--- src/rtl/sync_fifo_param.sv ---
// Parametrised synchronous FIFO with occupancy count, threshold flags and sticky error flags.
// Define SYNC_FIFO_FWFT_EN for a show-ahead (first-word-fall-through) read port.
module sync_fifo_param #(
    parameter int WIDTH    = 8,
    parameter int DEPTH    = 6,
    parameter int AF_LEVEL = DEPTH - 1,
    parameter int AE_LEVEL = 1
) (
    input  logic                       clk,
    input  logic                       rst,
    input  logic                       clear,
    input  logic                       wr_en,
    input  logic [WIDTH-1:0]           wr_data,
    output logic                       full,
    input  logic                       rd_req,
    output logic [WIDTH-1:0]           rd_data,
    output logic                       rd_valid,
    output logic                       empty,
    output logic [$clog2(DEPTH+1)-1:0] count,
    output logic                       almost_full,
    output logic                       almost_empty,
    output logic                       overflow,
    output logic                       underflow
);

    localparam int              CW      = $clog2(DEPTH + 1);
    localparam int              PW      = (DEPTH > 1) ? $clog2(DEPTH) : 1;
    localparam logic [CW-1:0]   DEPTH_C = CW'(DEPTH);
    localparam logic [CW-1:0]   AF_C    = CW'(AF_LEVEL);
    localparam logic [CW-1:0]   AE_C    = CW'(AE_LEVEL);
    localparam logic            AF_RST  = (AF_LEVEL <= 0);

    logic [WIDTH-1:0] mem [DEPTH];
    logic [PW-1:0]    wr_ptr;
    logic [PW-1:0]    rd_ptr;
    logic [CW-1:0]    count_nxt;
    logic             pop_eff;
    logic             push_eff;

    // Explicit wrap so non-power-of-two depths never rely on modulo arithmetic.
    function automatic logic [PW-1:0] ptr_inc(input logic [PW-1:0] p);
        return (p == PW'(DEPTH - 1)) ? '0 : p + PW'(1);
    endfunction

    always_comb begin
        pop_eff  = rd_req && !empty;
        push_eff = wr_en && (!full || pop_eff);
        count_nxt = count;
        case ({push_eff, pop_eff})
            2'b10:   count_nxt = count + CW'(1);
            2'b01:   count_nxt = count - CW'(1);
            default: count_nxt = count;
        endcase
    end

    always_ff @(posedge clk) begin
        if (push_eff && !clear)
            mem[wr_ptr] <= wr_data;
    end

    always_ff @(posedge clk or posedge rst) begin
        if (rst) begin
            wr_ptr       <= '0;
            rd_ptr       <= '0;
            count        <= '0;
            empty        <= 1'b1;
            full         <= 1'b0;
            almost_empty <= 1'b1;
            almost_full  <= AF_RST;
            overflow     <= 1'b0;
            underflow    <= 1'b0;
        end else if (clear) begin
            wr_ptr       <= '0;
            rd_ptr       <= '0;
            count        <= '0;
            empty        <= 1'b1;
            full         <= 1'b0;
            almost_empty <= 1'b1;
            almost_full  <= AF_RST;
            overflow     <= 1'b0;
            underflow    <= 1'b0;
        end else begin
            if (push_eff)
                wr_ptr <= ptr_inc(wr_ptr);
            if (pop_eff)
                rd_ptr <= ptr_inc(rd_ptr);
            count        <= count_nxt;
            empty        <= (count_nxt == '0);
            full         <= (count_nxt == DEPTH_C);
            almost_empty <= (count_nxt <= AE_C);
            almost_full  <= (count_nxt >= AF_C);
            if (wr_en && full && !pop_eff)
                overflow <= 1'b1;
            if (rd_req && empty)
                underflow <= 1'b1;
        end
    end

`ifdef SYNC_FIFO_FWFT_EN
    // Head entry is shown ahead; gated to zero while empty so reset/clear read back as 0.
    always_comb begin
        rd_valid = !empty;
        rd_data  = empty ? '0 : mem[rd_ptr];
    end
`else
    always_ff @(posedge clk or posedge rst) begin
        if (rst) begin
            rd_valid <= 1'b0;
            rd_data  <= '0;
        end else if (clear) begin
            rd_valid <= 1'b0;
        end else begin
            rd_valid <= pop_eff;
            if (pop_eff)
                rd_data <= mem[rd_ptr];
        end
    end
`endif

endmodule

--- config.mk ---
export PLATFORM = sky130hd
export DESIGN_NAME = sync_fifo_param
export DESIGN_NICKNAME = d
export VERILOG_FILES = /design/src/rtl/sync_fifo_param.sv
export SDC_FILE = /design/constraint.sdc
export NUM_CORES = 1
export LEC_CHECK = 0
export CELL_PAD_IN_SITES_DETAIL_PLACEMENT = 2
export CELL_PAD_IN_SITES_GLOBAL_PLACEMENT = 2
export CORE_ASPECT_RATIO = 1.5
export CORE_UTILIZATION = 43
export DETAILED_ROUTE_END_ITERATION = 6
export GPL_ROUTABILITY_DRIVEN = 1
export PLACE_DENSITY = 0.92
export SYNTH_ARGS = -nofsm -noshare
export SYNTH_HDL_FRONTEND = slang
export SYNTH_SLANG_ARGS = --single-unit
--- constraint.sdc ---
create_clock -name clk -period 3.8 [get_ports clk]
set_input_delay 0.38 -clock clk [delete_from_list [all_inputs] [get_ports clk]]
set_output_delay 0.38 -clock clk [all_outputs]
set_load 0.05 [all_outputs]
==> results of run 1 <==
[power groups by stage]
stage	clock [mW]	sequential, mW	combinational (mW)
final	0.539	0.989	0.585
after global routing	0.584	1.00	0.614
after CTS	0.553	0.991	0.593
after detailed placement	0	1.01	0.588
after global placement	0	1.00	0.563
after floorplan	0	1.19	0.200
[cells in the mapped netlist, types with 2 or more instances]
master | n | share of area, %
xnor2_1 | 4 | 1.2
a22oi_1 | 9 | 2.3
nor3b_1 | 2 | 0.52
buf_6 | 4 | 1.5
inv_1 | 5 | 0.65
a21oi_1 | 11 | 1.9
mux2i_1 | 26 | 8.9
dfstp_2 | 2 | 1.8
nand2b_1 | 2 | 0.43
nor2b_1 | 3 | 0.65
buf_1 | 2 | 0.26
nor2_1 | 11 | 1.4
a21oi_2 | 2 | 0.60
dfrtp_1 | 22 | 19
a22o_1 | 8 | 2.4
nand2_1 | 6 | 0.77
nor3_1 | 3 | 0.52
edfxtp_1 | 48 | 50
[per-stage QoR]
stage | cell area, um^2 | hold slack, ps | std cells | power, mW
after floorplan | 2910 | 393 | 188 | 1.39
after global placement | 3280 | 485 | 291 | 1.57
after detailed placement | 3280 | 495 | 291 | 1.60
after CTS | 3460 | 512 | 307 | 2.14
after global routing | 3460 | 540 | 307 | 2.20
final | 3460 | 504 | 307 | 2.11
[critical path: stages]
cell,delay (ps)
clkdlybuf4s50_1,530
nand2b_4,90
a21boi_2,200
inv_1,110
ha_1,240
fa_1,390
xnor2_1,180
or3_4,350
a21oi_2,200
nor2_1,80
[area by class of cell]
cell class / count / area, um^2
multi-input cells: 102 / 776
flip-flops and latches: 72 / 2040
inverters: 6 / 25.0
clock inverters: 6 / 42.5
clock buffers: 10 / 138
repair buffers: 35 / 338
fillers: 584 / 3070
well taps: 76 / 95.1
[sequential cells by signal (all words and copies together) (netlist names), 3 cells and up]
register,flops
rd_data,8
rd_ptr,3
mem,48
wr_ptr,3
count,3
[layer usage]
metal	up-vias	GRT usage, %	part of all wire [%]
li1	780	-	-
met1	909	22.4	39
met2	23	40.6	57
met3	11	3.62	2.0
met4	0	7.85	1.7
met5	-	0	0
[how the worst min path moves through the flow]
stage,to,slack [ps],cells past startpoint
after floorplan,almost_full,390,1
after global routing,rd_data[0],540,1
final,rd_data[6],500,1
after CTS,rd_data[6],510,1
after global placement,overflow,490,2
after detailed placement,rd_data[6],490,1
[kinds of logic (layout without fill, tap and decap cells)]
family,after synthesis,after routing,share of synthesized area (%)
AOI/OAI and AO/OA,35,35,8.56
xor gates and xnor gates,4,4,1.20
adders and majority gates,2,2,1.12
buffers and inverters,14,57,3.05
DFF,72,72,70.3
muxes,26,26,8.95
and+or+nand+nor,35,35,6.84
==> metrics, run 1 <==
status=complete, no violations; Worst setup EP type=register; Fmax=400 MHz; vias=1,723; Critical Path Fanout Max=4; Iter 0 DRT Violations=87; cts bufs inserted=9; area of the die=7100 um^2; global route overflow=0; final hold vios=0; vias in the first global route=1,925; Netlist Area Pre-Place=2910 um^2; clk root buf=clkbuf_8; H-tree levels=3; Antenna diodes=0; utilization after layout=a little over half; hold_buf cts=0; share of power burned in combinational logic=27.7%; Critical Path Start=rd_req; Port-buffer cells=30; max-slew violations=0; fraction of the cycle the final worst path needs=about two thirds; die width=approximately 70 um; Worst R2R Path Depth=9; Async SR Flop Fraction=33.3%; required time of the critical path=4060 ps; # rows=36; synthesized instance count=188; post-CTS sizing=0; setup TNS=0 ps; Max Buffers Root-to-Sink=2; Worst R2R Setup Slack=1430 ps; layout cells sized above 1=13.0%; PD cells=611 nW/um^2; reg2reg end=empty; register share of total power=46.8%; router iterations before antenna repair=4; actual slew at the worst max-slew pin=1080 ps; Initial Utilization=44.5%; CTS tree=done; class of the worst hold path=register to register; Switching Share=34.2%; RSZ-0062 raised after global routing=no; pre-CTS WS=923 ps; latest clock arrival within the worst-skew pair=340 ps; reg2reg start=empty; max_cap viols=0; most common cell after layout, fill and taps aside=edfxtp_1; WS Path Type=input pin to register; GRT Overall Usage=20.8%; CP endpoint=empty; Yosys Warn Count=0; io pins=31; Clock Sinks=72; Hold Startpoint=rd_data[6]; mean number of vias per cell=approximately 5.6; first-pass GRT wire length=10,600 um; Die Span Y=about 100 um; DP Wirelength=4740 um; Routed WL=6770 um; area delta synth->final=18.9%; Seq/Total Area, Yosys=70.3%; gp weighted congestion=about 0.7; Pleak=~1.3 nW; DRC Markers=0; Main synth FF type=edfxtp_1; initial antenna violation count=0; Final #Nets=241; final setup fails=0; min Tclk post-route=2500 ps; clock skew=10.4 ps; Cell variety after synth=36; Int Power=1.39 mW; Reg clk slew, reported paths=roughly 70 ps; Slew HR=~28%; WL per Instance=22.0 um; Yosys reg bits=72; Clock Power Share=25.5%; total core area=6530 um^2; Data arrival, critical path=2760 ps; syn_nets=a little over 200; most frequent cells in the layout=edfxtp_1 (48), clkdlybuf4s50_1 (30), mux2i_1 (26); number of synthesized flops with an enable pin=between 40 and 50; CP startpoint kind=input pin; worst vdd ir=around 0.31 mV; maximum number of pins on one net before global-route repair=25; Net Sw Power=723 uW; syn avg cell area=15.5 um^2; PnR worst setup slack=1300 ps; DRT antenna net count=0; post-CTS setup buffers=0
Power figures use the tool's default switching activity.
==> run 2: changes to the inputs <==
CORE_UTILIZATION = 36   (was 43)
PLACE_DENSITY = 0.83   (was 0.92)
clock period = 2.27 ns   (was 3.8 ns; I/O delays follow)
==> run 2 against run 1 <==
First-iteration DRC count is 22% lower. Cell count up 14%. Flip-flop and latch count did not move. Die area increased by 19%. Combinational power increased by 88%. Clock skew down 3.3 ps. Power up 94%. Worst hold slack worse by 240 ps. Routed wire length increased by 3.6%. Clock power increased by 150%. Via count rose by 1.9%. Largest cell class unchanged. Largest power group unchanged. Highest routed layer unchanged.
==> metrics, run 2 (same netlist as run 1, synthesis figures left out) <==
status=complete, no violations (unchanged); DP Wirelength=4890 um (was 4740 um); CP startpoint kind=register (was input pin); Filler cells=763 (was 584); vias in the first global route=1,962 (was 1,925); Critical Path Fanout Max=3 (was 4); io pins=31 (unchanged); max FFs per register=48 (unchanged); PnR worst setup slack=35.6 ps (was 1300 ps); DRC Markers=0 (unchanged); CTS tree=done (unchanged); reg2reg end=almost_empty (was empty); Hold WS=260 ps (was 504 ps); Clock Sinks=72 (unchanged); footprint of the multi-input gates=826 um^2 (was 776 um^2); clock skew=7.11 ps (was 10.4 ps); GRT Overall Usage=19.1% (was 20.8%); WL per Instance=20.0 um (was 22.0 um); die width=75.4 um (was 69.2 um); reg2reg start=empty (unchanged); class of the worst hold path=input pin to asynchronous set/reset pin (was register to register); most common cell after layout, fill and taps aside=edfxtp_1 (unchanged); area of the die=8450 um^2 (was 7100 um^2); required time of the critical path=2520 ps (was 4060 ps); global route hottest layer=met2 (unchanged); H-tree levels=3 (unchanged); pre-CTS WS=-212 ps (was 923 ps); min Tclk post-route=2230 ps; actual slew at the worst max-slew pin=1050 ps (was 1080 ps); Initial Utilization=37.7% (was 44.5%); met3 track demand over resource=5.57% (was 3.62%); Antenna diodes=0 (unchanged); router iterations before antenna repair=4 (unchanged); Data arrival, critical path=2490 ps (was 2760 ps); worst vdd ir=0.684 mV (was 0.314 mV); area delta synth->final=30.6% (was 18.9%); routing usage on met2=33.2% (was 40.6%); WS Path Type=register to register (was input pin to register); global route overflow=0 (unchanged); first-pass GRT wire length=11,100 um (was 10,600 um); gp weighted congestion=0.709 (was 0.708); maximum number of pins on one net before global-route repair=25 (unchanged); Die Span Y=112 um (was 103 um); DRT antenna net count=0 (unchanged); Seq. cell area=2040 um^2 (unchanged); max_cap viols=0 (unchanged); Most flops, register=mem (unchanged); Port-buffer cells=30 (unchanged); met1 Use GR=21.4% (was 22.4%); total core area=7710 um^2 (was 6530 um^2); setup TNS=0 ps (unchanged); clk root buf=clkbuf_16 (was clkbuf_8); Pleak=1.41 nW (was 1.26 nW); PD cells=1080 nW/um^2 (was 611 nW/um^2); final hold vios=0 (unchanged); Fmax=448 MHz; Routed WL=7010 um (was 6770 um); Slew HR=30.0% (was 28.1%); latest clock arrival within the worst-skew pair=330 ps (was 340 ps); Power Total=4.09 mW (was 2.11 mW); Critical Path Start=empty (was rd_req); Worst R2R Path Depth=9 (unchanged); cts bufs inserted=9 (unchanged); largest registers=mem x48, rd_data x8 (unchanged); Worst setup EP type=register (unchanged); utilization after layout=49.3% (was 53.0%); Iter 0 DRT Violations=68 (was 87); Max Buffers Root-to-Sink=2 (unchanged); Cells after DPL=333 (was 291); placed instance area=3460 um^2 (was 3280 um^2); Worst R2R Setup Slack=40 ps (was 1430 ps); fraction of the cycle the final worst path needs=98.4%; mean number of vias per cell=5.00 (was 5.61); # rows=39 (was 36); final setup fails=0 (unchanged); most frequent cells in the layout=edfxtp_1 (48), clkdlybuf4s50_1 (29), mux2i_1 (26) (was edfxtp_1 (48), clkdlybuf4s50_1 (30), mux2i_1 (26)); initial antenna violation count=0 (unchanged); Reg clk slew, reported paths=60 ps (was 70 ps); vias=1,755 (was 1,723); Final #Nets=259 (was 241); max-slew violations=0 (unchanged); Non-Filler Instances=351 (was 307); layout cells sized above 1=19.7% (was 13.0%); final std cell area, no fill=3800 um^2 (was 3460 um^2)
## run 2: worst max-delay path by stage
| stage | endpoint | cells after the start |
|---|---|---|
| after floorplan | empty | 8 |
| after global placement | empty | 10 |
| after detailed placement | almost_full | 9 |
| after CTS | almost_full | 8 |
| after global routing | almost_empty | 9 |
| final | almost_empty | 9 |
## run 2: layout make-up
type,count,area share (%)
well taps,102,3.36
inverters,6,0.659
clock inverters,3,1.15
multi-input cells,102,21.7
flip-flops and latches,72,53.8
repair buffers,53,12.9
clock buffers,13,6.32
## run 2: report_power, final
part	internal, mW	total, mW	switching (mW)
sequential	1.54	1.65	0.105
clock	0.851	1.34	0.494
combinational	0.442	1.10	0.661
total	2.83	4.09	1.26
## run 2: repair_timing
action,CTS,global route
setup buffers,0,2
gates resized for setup,0,8
hold buffers,0,0
endpoints found under the setup margin,0,3
## run 2: metal layers
metal  wire (um)  vias to the layer above
met2        4050                       26
met4          99                        0
met3         197                        8
met1        2670                      909
met5           0                        -
li1            -                      812
## run 2: worst max-delay path, cell delays in order (launching register included)
cell and delay, ps:
dfstp_2 360, nand2b_4 150, a21boi_2 180, inv_1 120, ha_4 180, fa_2 400
xnor2_4 170, or3_4 350, a21oi_4 190, nor2_1 60
==> run 3: changes to the inputs <==
ABC_AREA = 1   (was default)
CAP_MARGIN = 20   (was default)
CORE_UTILIZATION = 33   (was 36)
PLACE_DENSITY = 0.84   (was 0.83)
==> run 3 against run 2 <==
Synthesized area is 9.3% higher. Non-clock buffer count is 10 lower. Sequential share of layout area is 2.6 points lower. Worst setup slack better by 90 ps.
==> metrics, run 3 <==
mean number of vias per cell=4.88 (was 5.00); most frequent cells in the layout=nand2_1 (97), edfxtp_1 (48), inv_1 (33) (was edfxtp_1 (48), clkdlybuf4s50_1 (29), mux2i_1 (26)); Initial Utilization=34.2% (was 37.7%); cell breakdown of the critical path=inv_2, nand2_2, nand2_1, nand2_2, ha_1, fa_1, o21ai_1, nor2_1, o21a_1 (was nand2b_4, a21boi_2, inv_1, ha_4, fa_2, xnor2_4, or3_4, a21oi_4, nor2_1); Die Span Y=122 um (was 112 um); top-count cell post-synth=nand2_1 (was edfxtp_1); io pins=31 (unchanged); Iter 0 DRT Violations=112 (was 68); Cell variety after synth=31 (was 36); DRT antenna net count=0 (unchanged); global route overflow=0 (unchanged); top cells by area, synth=edfxtp_1 (45%), dfrtp_1 (17%), nand2_1 (11%) (was edfxtp_1 (50%), dfrtp_1 (19%), mux2i_1 (8.9%)); latest clock arrival within the worst-skew pair=350 ps (was 330 ps); most common cell after layout, fill and taps aside=nand2_1 (was edfxtp_1); Port-buffer cells=30 (unchanged); Slew HR=62.9% (was 30.0%); Worst R2R Path Depth=9 (unchanged); register share of total power=35.1% (was 40.2%); cts bufs inserted=9 (unchanged); max_cap viols=0 (unchanged); share of power burned in combinational logic=27.8% (was 26.9%); Worst path most repeated cell=nand2_2; area of the die=10,000 um^2 (was 8450 um^2); Seq. cell area=2040 um^2 (unchanged); worst vdd ir=0.610 mV (was 0.684 mV); Worst setup EP type=register (unchanged); required time of the critical path=2510 ps (was 2520 ps); largest registers=mem x48, rd_data x8 (unchanged); maximum number of pins on one net before global-route repair=27 (was 25); Worst R2R Setup Slack=130 ps (was 40 ps); Pleak=1.72 nW (was 1.41 nW); Clock Power Share=37.2% (was 32.9%); Max Buffers Root-to-Sink=2 (unchanged); first-pass GRT wire length=15,100 um (was 11,100 um); CP top delay family=adder cells (unchanged); Main synth FF type=edfxtp_1 (unchanged); final setup fails=0 (unchanged); Non-Filler Instances=466 (was 351); vias=2,276 (was 1,755); total core area=9310 um^2 (was 7710 um^2); Int Power=3.17 mW (was 2.83 mW); status=complete, no violations (unchanged); Async SR Flop Fraction=33.3% (unchanged); actual slew at the worst max-slew pin=557 ps (was 1050 ps); # rows=43 (was 39); Yosys Warn Count=0 (unchanged); CP Buf/Inv Count=1 (unchanged); H-tree levels=3 (unchanged); synthesized instance count=304 (was 188); max-slew violations=0 (unchanged); PD cells=1190 nW/um^2 (was 1080 nW/um^2); final hold vios=0 (unchanged); max FFs per register=48 (unchanged); GRT Overall Usage=22.2% (was 19.1%); Data arrival, critical path=2390 ps (was 2490 ps); die width=82.2 um (was 75.4 um); footprint of the multi-input gates=875 um^2 (was 826 um^2); Synth top area share=45.3% (was 49.5%); CP startpoint kind=register (unchanged); gp weighted congestion=0.760 (was 0.709); Seq/Total Area, Yosys=64.3% (was 70.3%); clk root buf=clkbuf_16 (unchanged); layout cells sized above 1=16.4% (was 19.7%); Antenna diodes=0 (unchanged); WS Path Type=register to register (unchanged); Final #Nets=364 (was 259); Fmax=466 MHz (was 448 MHz); Filler cells=974 (was 763); RSZ-0062 raised after global routing=no; syn avg cell area=10.5 um^2 (was 15.5 um^2); WL per Instance=20.7 um (was 20.0 um); Crit path depth=9 (unchanged); number of synthesized flops with an enable pin=48 (unchanged); DP Wirelength=6380 um (was 4890 um); most instantiated cells after synthesis=nand2_1 (97), edfxtp_1 (48), inv_1 (33) (was edfxtp_1 (48), mux2i_1 (26), dfrtp_1 (22)); initial antenna violation count=0 (unchanged); fraction of the cycle the final worst path needs=94.5% (was 98.4%); post-CTS setup buffers=0 (unchanged); Yosys reg bits=72 (unchanged); syn_nets=319 (was 203); class of the worst hold path=input pin to asynchronous set/reset pin (unchanged); Switching Share=33.3% (was 30.8%); slowest stage delay, CP=590 ps (was 400 ps); Clock Sinks=72 (unchanged); Critical Path Fanout Max=4 (was 3); Netlist Area Pre-Place=3180 um^2 (was 2910 um^2); CP max stage cell=dfstp_2 (was fa_2); clock skew=10.5 ps (was 7.11 ps); Reg clk slew, reported paths=60 ps (about the same); DRC Markers=0 (unchanged); Yosys top cell by area=edfxtp_1 (unchanged); Net Sw Power=1.59 mW (was 1.26 mW); setup TNS=0 ps (unchanged); min Tclk post-route=2140 ps (was 2230 ps); Routed WL=9640 um (was 7010 um); Cells after DPL=450 (was 333); CTS tree=done (unchanged); vias in the first global route=2,690 (was 1,962); area delta synth->final=25.5% (was 30.6%); router iterations before antenna repair=4 (unchanged); hold_buf cts=0 (unchanged); Most flops, register=mem (unchanged)
[run 3: cell count changes after synthesis, moves of 3 or more]
cell,previous run,this run
nor2b_1,3,0
nand2_1,6,97
nand2_2,0,13
mux2i_1,26,0
a21oi_2,2,8
xnor2_1,4,0
nor2_4,0,3
a22oi_1,9,0
clkinv_1,0,8
nand3_1,0,14
a22o_1,8,0
or2_0,0,7
inv_1,5,33
[run 3: cell families (layout without fill, tap and decap cells)]
group	after synthesis	count (layout)	synth area share [%]
adders and majority gates	2	2	1.02
AOI/OAI and AO/OA	27	27	5.39
and+or+nand+nor	149	149	20.8
buffers and inverters	53	103	8.22
xor gates and xnor gates	1	1	0.275
DFF	72	72	64.3
[run 3: metal layers]
| metal | global-route usage, % | vias up | routed length (um) |
|---|---|---|---|
| met3 | 5.13 | 17 | 299 |
| li1 | - | 1052 | - |
| met4 | 10.2 | 0 | 250 |
| met5 | 0 | - | 0 |
| met1 | 22.7 | 1165 | 3420 |
| met2 | 41.1 | 42 | 5660 |
[run 3: timing repair]
| action | CTS | global route |
|---|---|---|
| endpoints found under the setup margin | 0 | 1 |
| endpoints found under the hold margin | 0 | 0 |
| gates resized for setup | 0 | 1 |
[run 3: cell type report]
type / count / share of cell area [%]
Timing Repair Buffer: 43 / 9.97
Tap cell: 112 / 3.51
Sequential cell: 72 / 51.2
Inverter: 44 / 4.33
Clock inverter: 6 / 3.29
Clock buffer: 10 / 5.74
Multi-Input combinational cell: 179 / 21.9
[run 3: stage by stage]
stage          worst slack, ps  hold WS (ps)  utilization [%]  instance area [um^2]  power (mW)
2_1_floorplan             24.3           240                -                  3180        2.57
3_3_place_gp              13.1           483             39.0                  3630        2.94
3_5_place_dp              -147           512             39.0                  3630        3.01
4_1_cts                   10.9           189             42.9                  3990        4.81
5_1_grt                   61.7           241             42.9                  3990        4.94
6_report                   125           183             42.9                  3990        4.75
[run 3: path summary, 6_finish.rpt]
| kind | start | end |
|---|---|---|
| setup / recovery | empty | almost_full |
| hold / removal | rst | wr_ptr[2] |
| setup reg to reg | empty | almost_full |
| hold reg to reg | underflow | underflow |
| max in group asynchronous | rst | rd_data[0] |
| min in group clk | underflow | underflow |
[run 3: power by group through the flow]
| stage | clock, mW | combinational [mW] | sequential (mW) |
|---|---|---|---|
| CTS | 1.80 | 1.34 | 1.67 |
| floorplan | 0 | 0.512 | 2.06 |
| global placement | 0 | 1.26 | 1.68 |
| detailed placement | 0 | 1.32 | 1.69 |
| global route | 1.84 | 1.42 | 1.68 |
| finish | 1.77 | 1.32 | 1.67 |
[run 3: worst reg2reg max path, stage by stage (launching register included)]
cell and delay (ps):
dfstp_2 590, inv_2 50, nand2_2 60, nand2_1 100
nand2_2 90, ha_1 190, fa_1 430, o21ai_1 200
nor2_1 120, o21a_1 200
